[src/rtl/mem_arbiter.sv]
`default_nettype none
// +--------------------------------------------------------------------------+
// | mem_arbiter: two-requester (A = core, B = loader) single-port data-memory |
// | arbiter with burst-limited handover. Define MEM_ARB_RR_EN for round-robin |
// | tie-break in IDLE; otherwise A wins ties.                                 |
// | Revision: 1.0                                                             |
// +--------------------------------------------------------------------------+
module mem_arbiter #(
  parameter int AW        = 8,
  parameter int MAX_BURST = 4
) (
  input  logic          clk,
  input  logic          rst_n,
  input  logic          a_req,
  input  logic          a_we,
  input  logic [AW-1:0] a_addr,
  input  logic [7:0]    a_wdata,
  input  logic          b_req,
  input  logic          b_we,
  input  logic [AW-1:0] b_addr,
  input  logic [7:0]    b_wdata,
  output logic          a_gnt,
  output logic          b_gnt,
  output logic [7:0]    a_rdata,
  output logic [7:0]    b_rdata,
  output logic [AW-1:0] mem_addr,
  output logic          mem_re,
  output logic          mem_we,
  output logic [7:0]    mem_wdata,
  input  logic [7:0]    mem_rdata
);

  typedef enum logic [1:0] {
    IDLE  = 2'd0,
    GNT_A = 2'd1,
    GNT_B = 2'd2
  } state_t;

  localparam logic [3:0] c_MAX_CNT = 4'(MAX_BURST - 1);
  localparam logic       c_SRV_A   = 1'b0;
  localparam logic       c_SRV_B   = 1'b1;

  state_t     r_state;
  state_t     w_nextState;
  logic [3:0] r_beatCnt;
  logic [3:0] w_beatCntNext;
  logic       r_lastSrv;
  logic       w_tieToA;
  logic       w_beat;

`ifdef MEM_ARB_RR_EN
  assign w_tieToA = (r_lastSrv == c_SRV_B);
`else
  // last_srv is still tracked but has no consumer in the fixed-priority build.
  logic w_unusedLastSrv;
  assign w_unusedLastSrv = r_lastSrv;
  assign w_tieToA        = 1'b1;
`endif

  always_ff @(posedge clk or negedge rst_n) begin
    if (!rst_n) begin
      r_state   <= IDLE;
      r_beatCnt <= 4'd0;
      r_lastSrv <= c_SRV_B;
    end else begin
      r_state   <= w_nextState;
      r_beatCnt <= w_beatCntNext;
      if (w_nextState != r_state) begin
        if (w_nextState == GNT_A) r_lastSrv <= c_SRV_A;
        else if (w_nextState == GNT_B) r_lastSrv <= c_SRV_B;
      end
    end
  end

  always_comb begin
    w_nextState = r_state;
    a_gnt       = 1'b0;
    b_gnt       = 1'b0;
    mem_addr    = '0;
    mem_wdata   = 8'h00;
    mem_we      = 1'b0;
    mem_re      = 1'b0;
    a_rdata     = 8'h00;
    b_rdata     = 8'h00;
    unique case (r_state)
      IDLE: begin
        if (a_req && b_req) w_nextState = w_tieToA ? GNT_A : GNT_B;
        else if (a_req)     w_nextState = GNT_A;
        else if (b_req)     w_nextState = GNT_B;
      end
      GNT_A: begin
        a_gnt     = 1'b1;
        mem_addr  = a_addr;
        mem_wdata = a_wdata;
        mem_we    = a_req & a_we;
        mem_re    = a_req & ~a_we;
        a_rdata   = mem_rdata;
        if (a_req) begin
          if ((r_beatCnt == c_MAX_CNT) && b_req) w_nextState = GNT_B;
        end else begin
          w_nextState = b_req ? GNT_B : IDLE;
        end
      end
      GNT_B: begin
        b_gnt     = 1'b1;
        mem_addr  = b_addr;
        mem_wdata = b_wdata;
        mem_we    = b_req & b_we;
        mem_re    = b_req & ~b_we;
        b_rdata   = mem_rdata;
        if (b_req) begin
          if ((r_beatCnt == c_MAX_CNT) && a_req) w_nextState = GNT_A;
        end else begin
          w_nextState = a_req ? GNT_A : IDLE;
        end
      end
      default: w_nextState = IDLE;
    endcase
  end

  assign w_beat = (a_gnt & a_req) | (b_gnt & b_req);

  // Counter stops at MAX_BURST-1 so a lone requester never wraps into a false handover.
  always_comb begin
    w_beatCntNext = r_beatCnt;
    if (w_nextState != r_state)                 w_beatCntNext = 4'd0;
    else if (w_beat && (r_beatCnt != c_MAX_CNT)) w_beatCntNext = r_beatCnt + 4'd1;
  end

endmodule
`default_nettype wire

[config.mk]
export PLATFORM = sky130hd
export DESIGN_NAME = mem_arbiter
export DESIGN_NICKNAME = d
export VERILOG_FILES = /design/src/rtl/mem_arbiter.sv
export SDC_FILE = /design/constraint.sdc
export NUM_CORES = 1
export LEC_CHECK = 0
export ABC_AREA = 0
export CAP_MARGIN = 0
export CORE_ASPECT_RATIO = 1.4
export CORE_UTILIZATION = 34
export CTS_CLUSTER_DIAMETER = 40
export DETAILED_ROUTE_END_ITERATION = 8
export PLACE_DENSITY = 0.95
export SYNTH_ARGS = -nofsm -noshare
export SYNTH_HDL_FRONTEND = slang
export SYNTH_SLANG_ARGS = --single-unit
[constraint.sdc]
create_clock -name clk -period 3.8 [get_ports clk]
set_input_delay 0.95 -clock clk [delete_from_list [all_inputs] [get_ports clk]]
set_output_delay 0.95 -clock clk [all_outputs]
set_load 0.01 [all_outputs]
; After elaboration in Yosys (flattened, before gate mapping)
; Cells that the tools add are included.
[totals]
ff_bits = 6
elab_cells = 43
output_inout_bits = 36
[op_classes]
n_eq_ne = 5
mux = 20
addsub = 1
reduce_logical = 6
bitwise = 9
[ops]
columns = op, n
row1 = case mux 8 bit (2 select lines), 2
row2 = two-way mux 2 bit, 8
row3 = two-way mux 8 bit, 2
row4 = two-way mux 4 bit, 2
row5 = bitwise AND 1 bit, 6
row6 = case mux 2 bit (3 select lines), 1
row7 = adder 4 x 1 -> 4 bit (second input constant), 1
row8 = equality test 4 x 2 -> 1 bit (second input constant), 1
row9 = logical AND 1 bit, 4
row10 = inequality test 4 x 2 -> 1 bit (second input constant), 1
row11 = case mux 1 bit (2 select lines), 2
row12 = two-way mux 1 bit, 3
row13 = equality test 2 x 1 -> 1 bit (second input constant), 1
row14 = equality test 2 bit (second input constant), 1
row15 = zero test 2 bit, 1
row16 = inequality test 2 bit, 1
row17 = NOT 1 bit, 2
row18 = nonzero test 2 bit, 1
row19 = bitwise OR 1 bit, 1

; Depth between registers and ports, before layout
[depth]
word_depth = 7
mapped_depth = 8

; Worst setup path after synthesis
; OpenSTA, ideal clock, no wires.
[synth_path]
path_kind = reg-to-output
startpoint = register r_state[1]
endpoint = output mem_addr[1]
required_time_ps = 2850
stages_incl_launch_ff = 7
n_path_buf = 2
path_slack_ps = 1273
t_arrival_ps = 1577
path_cell_list = dfrtp_1 > inv_1 > ha_1 > buf_2 > buf_1 > a22oi_1 > nor2b_1
[synth_between]
elab_chain_cells = 2
elab_cells_between_ends = 3
classes_between = 2 x eq/ne / 1 x mux
[synth_rtl]
columns = element, line
row1 = from (decl), 43  ; state_t r_state;
row2 = from (signal assigned), 66  ; r_state <= w_nextState;
row3 = equality test 2 bit or equality test 2 x 1 -> 1 bit (tied branches), 85  ; unique case (r_state)
row4 = case mux 8 bit (2 select lines) (*), 85
row5 = to (decl), 26  ; output logic [AW-1:0] mem_addr,
; Every way passes the cells marked *; elsewhere a longest branch is shown, timed or not.

; Final worst setup path
[layout_path]
startpoint = input b_req
endpoint = output mem_re
[layout_between]
elab_chain_cells = 2
[layout_rtl]
columns = element, line
row1 = from (decl), 18  ; input logic b_req,
row2 = bitwise AND 1 bit, 109  ; mem_re = b_req & ~b_we;
row3 = case mux 1 bit (2 select lines), 85
row4 = to (decl), 27  ; output logic mem_re,
; No other way between the ends.

==> results.ini <==
[logic_synthesis]
ys_types = 35
ys_ff_latch = 6
ys.flop_type = dfrtp_1
synth_cells = 128
yosysWarnings = 0
synth-adder-area-share = 0.06667
synthArstFlopShare = 1.000
syn_area_um2 = 938.4
synth_top_family_by_area = simple AND/OR/NAND/NOR gates
synth-edff-count = 0
yosys-mux-area-fraction = 0.01067
ys_seq_area_frac = 0.1600
synth_compound_area_frac = 0.2787
synth_nets = 179
synth_xor_area_frac = 0.01867
synthSimpleGateAreaFrac = 0.4120
syn_area_per_cell_um2 = 7.331

[worst_setup_path]
required_ns = 2.85
crit_chain = clkdlybuf4s50_1, nand2_1, o22ai_1, and2_1, clkdlybuf4s50_1
cp.depth = 5
critPathArrivalTime_ns = 2.68
critical_path_class = input pin to output port
cp-end-kind = output port
slowest_delay_ns = 0.68
r2r.worst_path.cells = 8
crit_buf_inv = 2
crit_top_cell = clkdlybuf4s50_1
cp_max_fo = 12
slowest_stage = clkdlybuf4s50_1
startpoint_type = input pin
crit_family = buffers and inverters

[global_route]
grt_use_total = 0.2451
grt_pass1_vias = 1243
grt_max_degree = 23
antenna_found_initial = 0
grt_overflow = 0
grt_pass1_wl_um = 5437

[drt]
ant_nets = 0
via_per_inst = 5.372
drcViolationCount = 0
drt_iter0_markers = 42
vias = 1300
wire_per_inst_um = 14.54
dr.pass1.iters = 4
wirelength_um = 3518

[floorplanning]
die_w_um = 46.40
start_util = 0.3589
die_h_um = 64.16
dieArea_um2 = 2977
core_um2 = 2615
pin_count = 82
num_rows = 22

[clocking]
cts_setup_buffers = 0
cts_root_buffer = clkbuf_4
cts_tree = done
cts.clk_slew.worst_paths_ns = 0.04
clkLatencyLatePin_ns = 0.24
cts_resized = 0
htreeDepth = 1
cts_buffer_depth = 2
cts_sinks = 6
numCtsBuffers = 3
hold_buffers = 0

[power_and_ir_drop]
power_frac_clock = 0.059
peakVddDrop_uv = 460.9
power_leakage_nw = 0.6636
switchingPower_uw = 421.4
internal_power_uw = 543.7
powerDensity_nw_per_um2 = 536.0
p_comb_frac = 0.829
p_sw_frac = 0.4366
seqPwrFrac = 0.113

[timing]
final.setup.tns_ns = 0
fmax_mhz = 275.8
clock_skew_ns = 0.002378
fin_crit_sh = 0.9542
hold_viol_final = 0
rsz0062_at_grt = false
fin_crit_ns = 3.626
drv_slew = 0
worst_pin_slew_ns = 0.4980
slew_headroom = 0.6673
setup_viol = 0

[placement]
portBuffers = 81
globalplace.congestion = 0.9052
dp_cells = 239
hpwl_um = 2876

[worst_hold_path]
whs_path_depth = 2
min_path_type = flip-flop to flip-flop

[finish]
syn_to_final_growth_pct = 91.87
fill_cells = 203
mostFrequentLayoutCells = clkdlybuf4s50_1, and2_1, nor2b_1
finalNonFillerCells = 242
diodes = 0
mostFrequentLayoutCell = clkdlybuf4s50_1
layout.nets = 259
drive_gt1_frac = 0.03883

[outcome]
status = finished, final reports clean

[job]
max_cap_viol_count = 0

## path summary, 6_finish.rpt
path                                     startpoint                        to  slack (ns)
hold reg to reg            r_beatCnt[2]$_DFFE_PN0P_  r_beatCnt[2]$_DFFE_PN0P_        0.58
min in group asynchronous                     rst_n  r_beatCnt[2]$_DFFE_PN0P_        0.94
setup reg to reg               r_state[1]$_DFF_PN0_  r_beatCnt[1]$_DFFE_PN0P_        1.50
max in group asynchronous                     rst_n      r_state[1]$_DFF_PN0_        2.65
setup / recovery                              b_req                    mem_re        0.17
hold / removal             r_beatCnt[2]$_DFFE_PN0P_  r_beatCnt[2]$_DFFE_PN0P_        0.58
## cell type report
cell class	count	area, um^2	share of cell area
sequential	6	150.1	0.08339
multi-input combinational	110	738.2	0.4100
timing repair buffer	84	833.3	0.4628
inverter	3	11.26	0.006254
tap	36	45.04	0.02502
clock buffer	3	22.52	0.01251
## Yosys cell counts (3+ instances only)
cell type,n,area share
a21oi_1,4,0.021
clkbuf_1,3,0.012
nor2b_1,18,0.12
o21ai_0,4,0.021
dfrtp_1,6,0.16
buf_2,4,0.021
nand2_1,6,0.024
and2_1,19,0.13
ha_1,5,0.067
nor3b_1,4,0.032
nor2_1,4,0.016
a22oi_1,17,0.14
## power groups by stage
stage | clock (mW) | combinational (mW) | sequential [mW]
finish | 0.0566 | 0.800 | 0.109
global route | 0.0631 | 0.869 | 0.113
CTS | 0.0611 | 0.800 | 0.108
detailed placement | 0 | 0.799 | 0.108
global placement | 0 | 0.765 | 0.105
floorplan | 0 | 0.455 | 0.101
## sequential cells by signal (all words and copies together), names as in the netlist
register and count:
r_beatCnt 4, r_state 2
## kinds of logic after synthesis
| logic type | count (synthesis) |
|---|---|
| compound gates | 38 |
| xor+xnor | 2 |
| fa+ha+maj | 5 |
| buf+inv | 12 |
| flops | 6 |
| mux | 1 |
| simple gates | 64 |
## layer usage
layer | GRT usage | wire length, um | up-vias
met3 | 0.05085 | 420 | 12
met2 | 0.4340 | 1833 | 84
li1 | - | - | 622
met1 | 0.2427 | 1151 | 582
met5 | 0 | 0 | -
met4 | 0.1434 | 112 | 0
## tightest hold or removal path: stages (launching register included)
cell      delay [ns]
dfrtp_1         0.41
nand2_1         0.07
a21boi_1        0.06
## through the flow
stage | worst slack (ns) | hold slack [ns] | util | power [mW] | cell area [um^2]
after floorplan | 1.273 | 0.5386 | - | 0.5554 | 938.4
after global placement | 0.2481 | 0.5583 | 0.6799 | 0.8700 | 1778
after detailed placement | 0.1837 | 0.5833 | 0.6799 | 0.9075 | 1778
after CTS | 0.1852 | 0.5880 | 0.6885 | 0.9691 | 1800
after global routing | 0.06834 | 0.6190 | 0.6885 | 1.045 | 1800
final | 0.1740 | 0.5818 | 0.6885 | 0.9650 | 1800
(Power assumes the default switching activity.)
